## config.mk

```make
export PLATFORM = sky130hd
export DESIGN_NAME = hazard_forward_ctrl
export DESIGN_NICKNAME = d
export VERILOG_FILES = /design/src/rtl/pipe_pkg.sv /design/src/rtl/sat_counter.sv /design/src/rtl/hazard_forward_ctrl.sv
export SDC_FILE = /design/constraint.sdc
export NUM_CORES = 1
export LEC_CHECK = 0
export CORE_UTILIZATION = 47
export CTS_CLUSTER_DIAMETER = 150
export DETAILED_ROUTE_END_ITERATION = 12
export PLACE_DENSITY = 0.84
export SLEW_MARGIN = 0
export SYNTH_ARGS = -nofsm -noshare
export SYNTH_HDL_FRONTEND = slang
export SYNTH_SLANG_ARGS = --single-unit
```

## constraint.sdc

```tcl
create_clock -name clk -period 2.4 [get_ports clk]
set_clock_uncertainty 0.1 [all_clocks]
set_input_delay 0.24 -clock clk [delete_from_list [all_inputs] [get_ports clk]]
set_output_delay 0.24 -clock clk [all_outputs]
set_load 0.05 [all_outputs]
```

## src/rtl/pipe_pkg.sv

```systemverilog
// Shared definitions for the pipeline hazard/forwarding control slice.
//   - FWD_* : select codes for the EX-stage operand muxes
//   - slot_t : shadow record of one pipeline slot's destination tag
//   - slots_t: EX/MEM/WB shadow slots bundled for observation
package pipe_pkg;

  localparam int REG_ADDR_W_DEF = 5;

  localparam logic [1:0] FWD_REGFILE = 2'd0;
  localparam logic [1:0] FWD_WB      = 2'd1;
  localparam logic [1:0] FWD_MEM     = 2'd2;

  typedef struct packed {
    logic                      valid;
    logic [REG_ADDR_W_DEF-1:0] rd;
    logic                      wr;
    logic                      ld;
  } slot_t;

  typedef struct packed {
    slot_t ex;
    slot_t mem;
    slot_t wb;
  } slots_t;

endpackage

```

## src/rtl/sat_counter.sv

```systemverilog
// Saturating up-counter with freeze.
//   clk, reset_n : clock, synchronous active-low reset
//   inc_i        : count one event this edge
//   hold_i       : freeze; count does not change
//   count_o      : current count, sticks at all-ones
module sat_counter #(
  parameter int CNT_W = 16
) (
  input  logic             clk,
  input  logic             reset_n,
  input  logic             inc_i,
  input  logic             hold_i,
  output logic [CNT_W-1:0] count_o
);

  logic [CNT_W-1:0] count_q, count_d;

  always_comb begin
    count_d = count_q;
    if (!hold_i && inc_i && (count_q != {CNT_W{1'b1}})) count_d = count_q + 1'b1;
  end

  always_ff @(posedge clk) begin
    if (!reset_n) count_q <= '0;
    else          count_q <= count_d;
  end

  assign count_o = count_q;

endmodule

```

## src/rtl/hazard_forward_ctrl.sv

```systemverilog
// Hazard detection and operand-forwarding control for a five-stage pipeline.
// Tracks destination-register tags of the EX, MEM and WB slots, so no
// datapath values are needed.
//   mem_wait                 : global freeze, holds all internal state
//   id_*                     : decoded fields of the instruction in ID
//   ex_branch_taken          : EX instruction redirects the PC
//   fwd_a_sel / fwd_b_sel    : registered operand-mux selects for EX
//   stall_if_id, flush_if_id : combinational IF/ID controls
//   stall_count, flush_count : saturating event counters
//   dbg_slots                : shadow slots, for observation only
// Handshake: none; every input is sampled each rising edge unless
// mem_wait = 1, in which case only the combinational outputs follow inputs.
module hazard_forward_ctrl
  import pipe_pkg::*;
#(
  // Must match REG_ADDR_W_DEF, which sizes the shadow slot record.
  parameter int REG_ADDR_W = REG_ADDR_W_DEF,
  parameter int CNT_W      = 16
) (
  input  logic                  clk,
  input  logic                  reset_n,
  input  logic                  mem_wait,
  input  logic                  id_valid,
  input  logic [REG_ADDR_W-1:0] id_rs1,
  input  logic [REG_ADDR_W-1:0] id_rs2,
  input  logic                  id_use_rs1,
  input  logic                  id_use_rs2,
  input  logic [REG_ADDR_W-1:0] id_rd,
  input  logic                  id_reg_write,
  input  logic                  id_mem_read,
  input  logic                  ex_branch_taken,
  output logic [1:0]            fwd_a_sel,
  output logic [1:0]            fwd_b_sel,
  output logic                  stall_if_id,
  output logic                  flush_if_id,
  output logic [CNT_W-1:0]      stall_count,
  output logic [CNT_W-1:0]      flush_count,
  output slots_t                dbg_slots
);

  slot_t      ex_q, mem_q, wb_q;
  slot_t      ex_d;
  logic [1:0] fwd_a_q, fwd_b_q, fwd_a_d, fwd_b_d;

  // A slot produces r when it is live, writes, and r is not x0.
  function automatic logic slot_writes(input logic                  valid,
                                       input logic                  wr,
                                       input logic [REG_ADDR_W-1:0] rd,
                                       input logic [REG_ADDR_W-1:0] r);
    return valid && wr && (rd != '0) && (rd == r);
  endfunction

  logic ex_wr_a, ex_wr_b, mem_wr_a, mem_wr_b;
  logic hz, flush, stall;

  always_comb begin
    ex_wr_a  = slot_writes(ex_q.valid,  ex_q.wr,  ex_q.rd,  id_rs1);
    ex_wr_b  = slot_writes(ex_q.valid,  ex_q.wr,  ex_q.rd,  id_rs2);
    mem_wr_a = slot_writes(mem_q.valid, mem_q.wr, mem_q.rd, id_rs1);
    mem_wr_b = slot_writes(mem_q.valid, mem_q.wr, mem_q.rd, id_rs2);

    // Load result is not available until MEM, so a dependent in ID waits.
    hz    = id_valid && ex_q.ld &&
            ((id_use_rs1 && ex_wr_a) || (id_use_rs2 && ex_wr_b));
    flush = ex_branch_taken && ex_q.valid;
    // A squashed ID instruction needs no stall.
    stall = hz && !flush;
  end

  always_comb begin
    ex_d.valid = id_valid && !flush && !stall;
    ex_d.rd    = id_rd;
    ex_d.wr    = id_reg_write;
    ex_d.ld    = id_mem_read;

    // Nearest producer wins; WB is covered by write-before-read.
    fwd_a_d = FWD_REGFILE;
    fwd_b_d = FWD_REGFILE;
    if (ex_d.valid && id_use_rs1) begin
      if (ex_wr_a)       fwd_a_d = FWD_MEM;
      else if (mem_wr_a) fwd_a_d = FWD_WB;
    end
    if (ex_d.valid && id_use_rs2) begin
      if (ex_wr_b)       fwd_b_d = FWD_MEM;
      else if (mem_wr_b) fwd_b_d = FWD_WB;
    end
  end

  always_ff @(posedge clk) begin
    if (!reset_n) begin
      ex_q    <= '0;
      mem_q   <= '0;
      wb_q    <= '0;
      fwd_a_q <= FWD_REGFILE;
      fwd_b_q <= FWD_REGFILE;
    end else if (!mem_wait) begin
      wb_q    <= mem_q;
      mem_q   <= ex_q;
      ex_q    <= ex_d;
      fwd_a_q <= fwd_a_d;
      fwd_b_q <= fwd_b_d;
    end
  end

  sat_counter #(.CNT_W(CNT_W)) u_stall_cnt (
    .clk     (clk),
    .reset_n (reset_n),
    .inc_i   (stall),
    .hold_i  (mem_wait),
    .count_o (stall_count)
  );

  sat_counter #(.CNT_W(CNT_W)) u_flush_cnt (
    .clk     (clk),
    .reset_n (reset_n),
    .inc_i   (flush),
    .hold_i  (mem_wait),
    .count_o (flush_count)
  );

  assign fwd_a_sel   = fwd_a_q;
  assign fwd_b_sel   = fwd_b_q;
  assign stall_if_id = stall;
  assign flush_if_id = flush;
  assign dbg_slots   = '{ex: ex_q, mem: mem_q, wb: wb_q};

endmodule

```

## Word-level counts from Yosys, hierarchy flattened

Index checks and enable logic that the tools add are counted.

| word-level totals | value |
|---|---|
| register bits | 60 |
| input bits | 24 |
| output and inout port bits | 62 |
| word-level logic and storage cells | 58 |

| cells by class | value |
|---|---|
| add/sub/neg operators | 2 |
| equal/unequal tests | 6 |
| mux-type cells | 6 |
| reduce and logical (&&, ||, !) cells | 28 |

Operators by type and width:

| cell | number |
|---|---|
| $add 16x1->16 const B | 2 |
| $ne 16x16->1 const B | 2 |
| $logic_and 1x1->1 | 22 |
| $eq 5x5->1 | 4 |
| $reduce_bool 5->1 | 2 |
| $mux 2 | 4 |
| $logic_not 1->1 | 3 |
| $mux 1 | 2 |
| $logic_or 1x1->1 | 1 |

## Logic depth before layout (Yosys ltp)

Gate-level depths: netlist of the first run.

| depth | value |
|---|---|
| depth in word-level cells | 11 |
| mapped depth | 8 |
| depth with buffers taken out | 7 |

## Modules after synthesis

A second synthesis of the first run with hierarchy kept.

| second synthesis, totals | value |
|---|---|
| cells, all modules | 335 |
| area total of the unflattened synthesis | 3046.7 um^2 |

Modules (own cells, without submodules):

| module | instances | cells an instance | area each (um^2) | sequential area each (um^2) |
|---|---|---|---|---|
| sat_counter | 2 | 98 | 847.1 | 320.3 |
| hazard_forward_ctrl | 1 | 139 | 1352.5 | 560.5 |

## Worst setup path after synthesis of the first run

No wires, ideal clock.

| timing | value |
|---|---|
| path kind | reg2out |
| start | register ex_q, in the netlist dbg_slots[22] |
| end | output port stall_if_id |
| data arrival time | 2.444 ns |
| data required time | 2.060 ns |
| path slack | -0.384 ns |
| stages on the path, launching flop included | 8 |
| path buffers | 2 |
| cell sequence | dfxtp_1 clkbuf_1 xnor2_1 nand4_1 nor4_4 o21ai_4 buf_6 nor2_1 |

| on the way | value |
|---|---|
| longest elaborated chain between the ends | 7 |
| elaborated cells between the ends (all ways) | 11 |
| classes of those cells | 2 x eq/ne; 9 x reduce/logical |

Ends and longest elaborated chain:

| item | line | RTL |
|---|---|---|
| from (decl) | hazard_forward_ctrl.sv:41 | `slot_t ex_q, mem_q, wb_q;` |
| from (signal assigned) | hazard_forward_ctrl.sv:91 | `ex_q <= '0;` |
| from (signal assigned) | hazard_forward_ctrl.sv:99 | `ex_q <= ex_d;` |
| $reduce_bool 5->1 | hazard_forward_ctrl.sv:50 | `return valid && wr && (rd != '0) && (rd == r);` |
| $logic_and 1x1->1 (2 in series) | hazard_forward_ctrl.sv:50 |  |
| $logic_and 1x1->1 | hazard_forward_ctrl.sv:64 | `((id_use_rs1 && ex_wr_a) \|\| (id_use_rs2 && ex_wr_b));` |
| $logic_or 1x1->1 * | hazard_forward_ctrl.sv:64 |  |
| $logic_and 1x1->1 * | hazard_forward_ctrl.sv:63 | `hz = id_valid && ex_q.ld &&` |
| $logic_and 1x1->1 * | hazard_forward_ctrl.sv:67 | `stall = hz && !flush;` |
| to (decl) | hazard_forward_ctrl.sv:34 | `output logic stall_if_id,` |

Mark *: on every way between the ends. The rest lies on a longest branch, timed or not.

## Worst setup path in the final report of the first run

| timing | value |
|---|---|
| start | register ex_q, in the netlist dbg_slots[18] |
| end | output port stall_if_id |

The elaborated chain is that of the path after synthesis.

==> flow_metrics.tcl, run 1 <==
set metrics [dict create \
    root_buffer "clkbuf_8" \
    wire_per_inst_um 14.5 \
    drv_slew 0 \
    tns_ns 0 \
    fmax_mhz 419 \
    ant_nets 0 \
    fin_ws_ns 0.0159 \
    maxSlewHeadroom 0.643 \
    drc 0 \
    synth.distinct_cells 39 \
    synthesis.nets 354 \
    power.leakage_nw 1.58 \
    die_y_um 80.7 \
    place_worst_setup_slack_ns -0.111 \
    syn_area_per_cell_sq_um 8.88 \
    dpl_cell_area_sq_um 3960 \
    place.gp.congestion 0.914 \
    yosysTopAreaCell "dfxtp_1" \
    fillers 480 \
    rsz0062_at_grt "true" \
    drive_gt1_frac 0.124 \
    cts-buffers-inserted 9 \
    grtUsageMet3 0.0614 \
    synth_ff_type "dfxtp_1" \
    clk_pin_slew_ns 0.06 \
    fin_nets 458 \
    cts_tree "built" \
    finalCritPeriodShare 0.993 \
    worstPathRequired_ns 2.06 \
    setup_viol_count_final 0 \
    via_per_inst 5.44 \
    clock_path_buffers 2 \
    final_hold_viol_count 0 \
    cp_cell_sequence "or4_4 > o211a_1 > and4_4 > o21ai_4 > buf_6 > nor2_4 > buf_12" \
    syn_inst 328 \
    die_w_um 80.7 \
    yosysWarnings 0 \
    busiest_layer "met2" \
    path_buf_inv 2 \
    crit_path_end_kind "output port" \
    synth-seq-cells 60 \
    synthAdderAreaFrac 0.00859 \
    synth_compound_area_frac 0.0610 \
    seqCellArea_sq_um 1210 \
    cts_sinks 60 \
    antenna_found_initial 0 \
    synth.area.top_cells "dfxtp_1 41%, mux2i_1 11%, nor2_1 6.3%, xnor2_1 5.1%, xor2_1 5.1%" \
    gr-usage-all-layers 0.239 \
    critical_path_arrival_ns 2.04 \
    worstSetupPathType "reg2out" \
    dieArea_sq_um 6510 \
    muxShareOfSynthArea 0.110 \
    use_met1 0.291 \
    drtIter0Drc 141 \
    drt-pass1-iter-count 4 \
    async_reset_ff_frac 0 \
    htreeDepth 3 \
    port_buffers 85 \
    area_growth_pct 45.3 \
    synthXorXnorAreaFrac 0.102 \
    grt_pass1_vias 2555 \
    period_needed_ns 2.38 \
    grt.overflow.total 0 \
    core_area_sq_um 5960 \
    synth_common_cells "60 x dfxtp_1, 49 x nor2_1, 32 x mux2i_1, 22 x nand2_1" \
    num_antenna_cells 0 \
    finalInstanceArea_sq_um 4230 \
    synth_top_area_frac 0.413 \
    vias 2786 \
    cp_max_fo 2 \
    outcome "finished, final reports clean" \
    hold_path.class "in2reg" \
    synth_top_family_by_area "simple AND/OR/NAND/NOR gates" \
    grt_pass1_wl_mm 11.7 \
    rows 28 \
    synth_area_sq_um 2910 \
    wl_mm 7.42 \
    post-route-util 0.710 \
    clkLatencyLatePin_ns 0.34 \
    dpl.hpwl_mm 5.34 \
    critPathSlowestCell "or4_4" \
    worst_pin_slew_ns 0.535 \
    synth_edf_count 0 \
    startpoint_type "flip-flop" \
    ir_drop_mv 0.338 \
    grt_start_max_net_pins 27 \
    cp_top_family "simple AND/OR/NAND/NOR gates" \
    yosys.cell_count.top_type "dfxtp_1" \
    drv_cap 0 \
    power_density_nw_per_um2 559 \
    grtUsageMet2 0.393 \
    synth-seq-area-share 0.413 \
    initial_utilization 0.489 \
    p_total_mw 2.37 \
    cpPeakStageDelay_ns 0.54 \
    yosys.area_share.simple 0.275 \
    multi_input_area_sq_um 1640 \
    io_pins 86 \
]
==> layer usage <==
layer	share of wire	up-vias
met5	0	-
met4	0.018	0
met3	0.057	10
met2	0.48	89
met1	0.45	1317
li1	-	1370
==> path summary, 6_finish.rpt <==
path,start,end,slack (ns),cells after the start
min,mem_wait,fwd_b_sel[0],0.32,4
max,dbg_slots[18],stall_if_id,0.02,7
min reg2reg,fwd_b_sel[0],fwd_b_sel[0],0.40,2
max reg2reg,dbg_slots[22],u_stall_cnt.count_o[9],0.11,7
==> cells by family (layout without fill, tap and decap cells) <==
family	after synthesis	count (layout)
flip-flops	60	60
XOR/XNOR	34	34
AND/OR/NAND/NOR	154	154
buffers and inverters	19	128
multiplexers	32	32
AO/OA/AOI/OAI	27	27
adder cells (fa/ha/maj)	2	2
==> layout by cell type, fill, tap and decap left out, types with 4 or more instances in the layout <==
cell             synthesis  routed
nand4_1                 12      12
mux2i_1                 32      32
or3_1                    4       4
buf_4                    0      22
nor4_1                  11      10
or4_1                    5       5
dfxtp_1                 60      58
clkdlybuf4s50_1          0      82
nor2_1                  49      48
xnor2_1                 17      17
and2_1                   5       4
o21ai_0                  7       7
xor2_1                  17      17
nor3_1                   8       8
nand2b_1                 9       9
clkbuf_8                 0      12
nand2_1                 22      22
and3_1                   4       4
nand3_1                 16      16
a21oi_1                 10      10
==> per-stage QoR <==
stage	std cells	hold slack [ns]
CTS	512	0.308
floorplan	328	0.284
global placement	493	0.365
finish	512	0.319
global route	512	0.339
detailed placement	493	0.383
==> worst min-delay path, delay by kind of cell <==
kind            cells  cell delay, ns
buf+inv             2            0.32
simple gates        1            0.07
compound gates      1            0.07
==> report_power, final <==
| part | switching [mW] | internal [mW] | leakage (nW) |
|---|---|---|---|
| clock | 0.390 | 0.666 | 0.122 |
| combinational | 0.154 | 0.122 | 0.969 |
| sequential | 0.0213 | 1.01 | 0.487 |
==> final cells by class <==
cell class              instances  share of cell area
flip-flops and latches         60               0.285
repair buffers                108               0.246
well taps                      75              0.0222
multi-input cells             249               0.387
clock buffers                  12              0.0390
clock inverters                 4              0.0166
inverters                       4             0.00355
==> what timing repair did <==
action / 4_1_cts / 5_1_grt
setup endpoints to repair: 1 / 12
resized for setup: 1 / 3
pin swaps: 3 / 3
gates cloned: 0 / 0
setup buffers: 3 / 0
hold buffers: 0 / 0
==> flip-flops by register name, summed over array words and instances, names as in the netlist <==
signal,flops
dbg_slots,24
fwd_a_sel,2
fwd_b_sel,2
u_flush_cnt.count_o,16
u_stall_cnt.count_o,16
Power figures use the tool's default switching activity.
==> inputs of run 2 (changes only) <==
- GPL_ROUTABILITY_DRIVEN: default -> 0
- PLACE_DENSITY: 0.84 -> default
- PLACE_DENSITY_LB_ADDON: default -> 0.05
==> run 2 against run 1 <==
Against the previous run: first-iteration DRC count shrank 1.4%; critical path depth shrank 1; wire length shrank 4.3%; worst setup slack gained 0.056 ns; clock power shrank 11%; design area shrank 0.86%; register-to-register slack gained 0.02 ns; core utilization shrank 0.61 points; power shrank 4.8%; combinational power shrank 1%; via count shrank 2.6%.
==> flow_metrics.tcl, run 2 (same netlist as run 1, synthesis figures left out) <==
set metrics [dict create \
    outcome "finished, final reports clean" \
    hold_path.class "in2reg" \
    hold_start "mem_wait" \
    hold_path_depth 5 \
    dpl_cell_area_sq_um 3950 \
    clock_path_buffers 2 \
    setup_viol_count_final 0 \
    drt-pass1-iter-count 4 \
    worstSetupPathType "reg2out" \
    drv_slew 0 \
    drv_cap 0 \
    clkLatencyLatePin_ns 0.34 \
    worstHoldEndpoint "u_stall_cnt.count_o[12]" \
    grt_pass1_vias 2405 \
    htreeDepth 3 \
    ff2ff_setup_slack_ns 0.13 \
    worst_pin_slew_ns 0.528 \
    ir_drop_mv 0.377 \
    drtIter0Drc 139 \
    cts-buffers-inserted 9 \
    power_density_nw_per_um2 537 \
    io_pins 86 \
    vias 2713 \
    ff2ff_path_depth 8 \
    ant_nets 0 \
    worstPathRequired_ns 2.06 \
    grt.overflow.total 0 \
    finalInstanceArea_sq_um 4190 \
    maxSlewHeadroom 0.647 \
    wl_mm 7.11 \
    fin_ws_ns 0.0722 \
    reg2reg_to "u_stall_cnt.count_o[0]" \
    area_growth_pct 44.0 \
    cp_cell_sequence "or4_4 > o211a_1 > and4_4 > o21ai_4 > nor2_4 > buf_12" \
    drive_gt1_frac 0.124 \
    initial_utilization 0.489 \
    cts_tree "built" \
    drc 0 \
    cpPeakStageDelay_ns 0.54 \
    final_common_cell "clkdlybuf4s50_1" \
    rows 28 \
    period_needed_ns 2.33 \
    place_worst_setup_slack_ns -0.0673 \
    final_hold_viol_count 0 \
    clk_pin_slew_ns 0.07 \
    critPathSlowestCell "or4_4" \
    num_antenna_cells 0 \
    startpoint_type "flip-flop" \
    grt_pass1_wl_mm 11.3 \
    critical_path_arrival_ns 1.99 \
    die_y_um 80.7 \
    r2r_start "dbg_slots[22]" \
    fin_nets 458 \
    root_buffer "clkbuf_8" \
    final_cell_mix "81 x clkdlybuf4s50_1, 58 x dfxtp_1, 48 x nor2_1" \
    cp_max_fo 3 \
    grt_start_max_net_pins 30 \
    largest_register_ffs 24 \
    power.leakage_nw 1.56 \
    via_per_inst 5.30 \
    die_w_um 80.7 \
    cts_sinks 60 \
    dieArea_sq_um 6510 \
    fmax_mhz 430 \
    crit_path_end_kind "output port" \
    wire_per_inst_um 13.9 \
    port_buffers 85 \
    gr-usage-all-layers 0.227 \
    core_area_sq_um 5960 \
    antenna_found_initial 0 \
    dpl.hpwl_mm 5.06 \
    finalCritPeriodShare 0.970 \
]
[run 2: per-layer routing]
metal | global-route usage | part of all wire | wire, um | vias to the layer above
met1 | 0.273 | 0.46 | 3280 | 1268
li1 | - | - | - | 1369
met2 | 0.390 | 0.47 | 3370 | 71
met4 | 0.0536 | 0.0080 | 57 | 0
met5 | 0 | 0 | 0 | -
met3 | 0.0761 | 0.056 | 398 | 5
[run 2: critical path: cells and delay by family (launching register included)]
kind / cells / cell delay [ns]
flip-flops: 1 / 0.31
buffers and inverters: 1 / 0.14
AO/OA/AOI/OAI: 2 / 0.43
AND/OR/NAND/NOR: 3 / 0.77
[run 2: layout make-up]
type / count / area (sq um)
multi-input combinational: 249 / 1640
timing repair buffer: 108 / 1030
tap: 75 / 93.8
clock inverter: 5 / 60.1
fill: 496 / 1760
sequential: 60 / 1210
inverter: 4 / 15.0
clock buffer: 11 / 151
[run 2: worst max path at each step]
stage                  startpoint  depth (start not counted)                      end  slack (ns)
floorplan           dbg_slots[18]                          7  u_stall_cnt.count_o[13]     0.00002
global placement        id_rs2[1]                          7   u_stall_cnt.count_o[4]       -0.02
detailed placement      id_rs2[1]                          8   u_stall_cnt.count_o[0]       -0.07
CTS                 dbg_slots[18]                          6              stall_if_id       0.005
global route        dbg_slots[22]                          7   u_stall_cnt.count_o[3]       -0.02
finish              dbg_slots[18]                          6              stall_if_id        0.07
[run 2: what timing repair did]
action | 4_1_cts | 5_1_grt
hold buffers | 0 | 0
buffers inserted | 2 | 1
gates cloned | 0 | 0
resized for setup | 0 | 4
setup endpoints to repair | 1 | 9
pin swaps | 3 | 3
[run 2: power breakdown]
group	internal, mW	switching (mW)	leakage, nW
clock	0.535	0.413	0.0938
combinational	0.120	0.153	0.977
sequential	1.01	0.0196	0.487
[run 2: stage by stage]
stage | instances | power [mW] | TNS [ns] | hold slack [ns] | utilization
5_1_grt | 512 | 2.33 | -0.0177 | 0.333 | 0.704
3_3_place_gp | 494 | 1.32 | -0.0533 | 0.367 | 0.664
2_1_floorplan | 328 | 1.21 | 0 | 0.284 | -
4_1_cts | 511 | 2.27 | 0 | 0.277 | 0.701
6_report | 512 | 2.25 | 0 | 0.302 | 0.704
3_5_place_dp | 494 | 1.32 | -0.234 | 0.376 | 0.664
==> inputs of run 3 (changes only) <==
- CORE_UTILIZATION: 47 -> 34
==> run 3 against run 2 <==
Against the previous run: final cell count grew 6.3%; design area rose by 1.0%; worst hold slack better by 0.025 ns; combinational power increased by 4%; count of clock-buffer cells in the layout unchanged; clock power fell by 21%; highest routed layer unchanged; fmax is 0.38% higher; global-route usage shrank 4.7 points; via count decreased by 0.33%; critical path depth unchanged; power down 8.2%.
==> flow_metrics.tcl, run 3 (same netlist as run 1, synthesis figures left out) <==
set metrics [dict create \
    outcome "finished, final reports clean" \
    clock_path_buffers 2 \
    finalInstanceArea_sq_um 4240 \
    setup_viol_count_final 0 \
    drt-pass1-iter-count 4 \
    root_buffer "clkbuf_8" \
    num_antenna_cells 0 \
    holdWs_ns 0.327 \
    drive_gt1_frac 0.132 \
    worst_pin_slew_ns 0.541 \
    cp_max_fo 3 \
    clkLatencyLatePin_ns 0.33 \
    drc 0 \
    final_common_cell "clkdlybuf4s50_1" \
    grt.overflow.total 0 \
    ir_drop_mv 0.310 \
    cts_tree "built" \
    ant_nets 0 \
    grt_pass1_wl_mm 12.4 \
    vias 2704 \
    worstSetupPathType "reg2out" \
    largest_register_ffs 24 \
    gr-usage-all-layers 0.180 \
    rsz0062_at_grt "false" \
    initial_utilization 0.353 \
    finalCritPeriodShare 0.966 \
    via_per_inst 4.97 \
    cp_cell_sequence "or4_4 > o211a_1 > and4_4 > o21ai_4 > nor2_4 > buf_12" \
    dieArea_sq_um 8940 \
    dp_cells 526 \
    fillers 844 \
    wire_per_inst_um 13.8 \
    hold_path.class "in2reg" \
    drv_cap 0 \
    power.leakage_nw 1.56 \
    final_hold_viol_count 0 \
    dpl_cell_area_sq_um 4020 \
    dpl.hpwl_mm 5.35 \
    hold_path_depth 4 \
    cpPeakStageDelay_ns 0.54 \
    grt_start_max_net_pins 25 \
    hold_buffers 0 \
    critical_path_arrival_ns 1.98 \
    cts_sinks 60 \
    die_w_um 94.5 \
    fin_nets 462 \
    period_needed_ns 2.32 \
    cts-buffers-inserted 9 \
    htreeDepth 3 \
    fmax_mhz 431 \
    clk_pin_slew_ns 0.06 \
    core_area_sq_um 8260 \
    layoutNonFillerInstCount 544 \
    wl_mm 7.53 \
    ff2ff_path_depth 8 \
    maxSlewHeadroom 0.638 \
    die_y_um 94.5 \
    drtIter0Drc 87 \
    worstPathRequired_ns 2.06 \
    port_buffers 85 \
    antenna_found_initial 0 \
    final_cell_mix "82 x clkdlybuf4s50_1, 57 x dfxtp_1, 48 x nor2_1" \
    grt_pass1_vias 2501 \
    io_pins 86 \
    power_density_nw_per_um2 487 \
    drv_slew 0 \
    area_growth_pct 45.6 \
    crit_path_end_kind "output port" \
    startpoint_type "flip-flop" \
    rows 33 \
    critPathSlowestCell "or4_4" \
]
-- run 3: cell types whose count changed in the layout (fill, tap and decap cells not counted), sizes merged --
| cell | delta |
|---|---|
| clkdlybuf4s50 | +1 |
| dlymetal6s2s | -1 |
| o21ai | +1 |
| clkinvlp | -4 |
| bufinv | -1 |
| clkinv | +3 |
| buf | +3 |
-- run 3: repair_timing --
action | in CTS | in global routing
pin swaps | 4 | 6
hold endpoints to repair | 0 | 0
setup endpoints to repair | 1 | 13
resized for setup | 0 | 7
setup buffers | 4 | 1
gates cloned | 1 | 0
-- run 3: final cells by class --
type                       count  area (sq um)  area share
clock inverter                 3          15.0     0.00354
timing repair buffer         111          1070       0.252
tap                          105           131      0.0310
inverter                       4          15.0     0.00354
clock buffer                  11           141      0.0334
sequential                    60          1200       0.284
multi-input combinational    250          1660       0.392
-- run 3: worst paths after layout --
| kind | slack (ns) | startpoint | to |
|---|---|---|---|
| min | 0.33 | mem_wait | fwd_b_sel[0] |
| max reg2reg | 0.14 | dbg_slots[18] | u_stall_cnt.count_o[3] |
| min reg2reg | 0.39 | u_stall_cnt.count_o[11] | u_stall_cnt.count_o[11] |
| max | 0.08 | dbg_slots[18] | stall_if_id |
-- run 3: per-layer routing --
metal / global-route usage / wire length [um] / part of all wire / vias to the layer above
met5: 0 / 0 / 0 / -
met4: 0.0379 / 53 / 0.0070 / 0
met3: 0.0588 / 440 / 0.058 / 5
met2: 0.299 / 3520 / 0.47 / 66
met1: 0.227 / 3510 / 0.47 / 1256
li1: - / - / - / 1377
-- run 3: power breakdown --
group,internal (mW),total (mW),switching (mW),leakage (nW)
Sequential,1.01,1.03,0.0209,0.487
Clock,0.386,0.749,0.363,0.0848
Combinational,0.128,0.284,0.156,0.992
-- run 3: critical path: cells and delay by family, from the launching register on --
kind            cells  cell delay [ns]
compound gates      2             0.41
simple gates        3             0.78
flops               1             0.32
buf+inv             1             0.14
-- run 3: stage by stage --
step                      total power, mW  setup TNS (ns)  setup slack [ns]   util
final                                2.07               0            0.0811  0.513
after global routing                 2.17               0           0.00261  0.513
after CTS                            2.10               0            0.0154  0.509
after detailed placement             1.33          -0.869            -0.114  0.487
after global placement               1.33          -0.145           -0.0445  0.487
after floorplan                      1.21               0         0.0000198      -
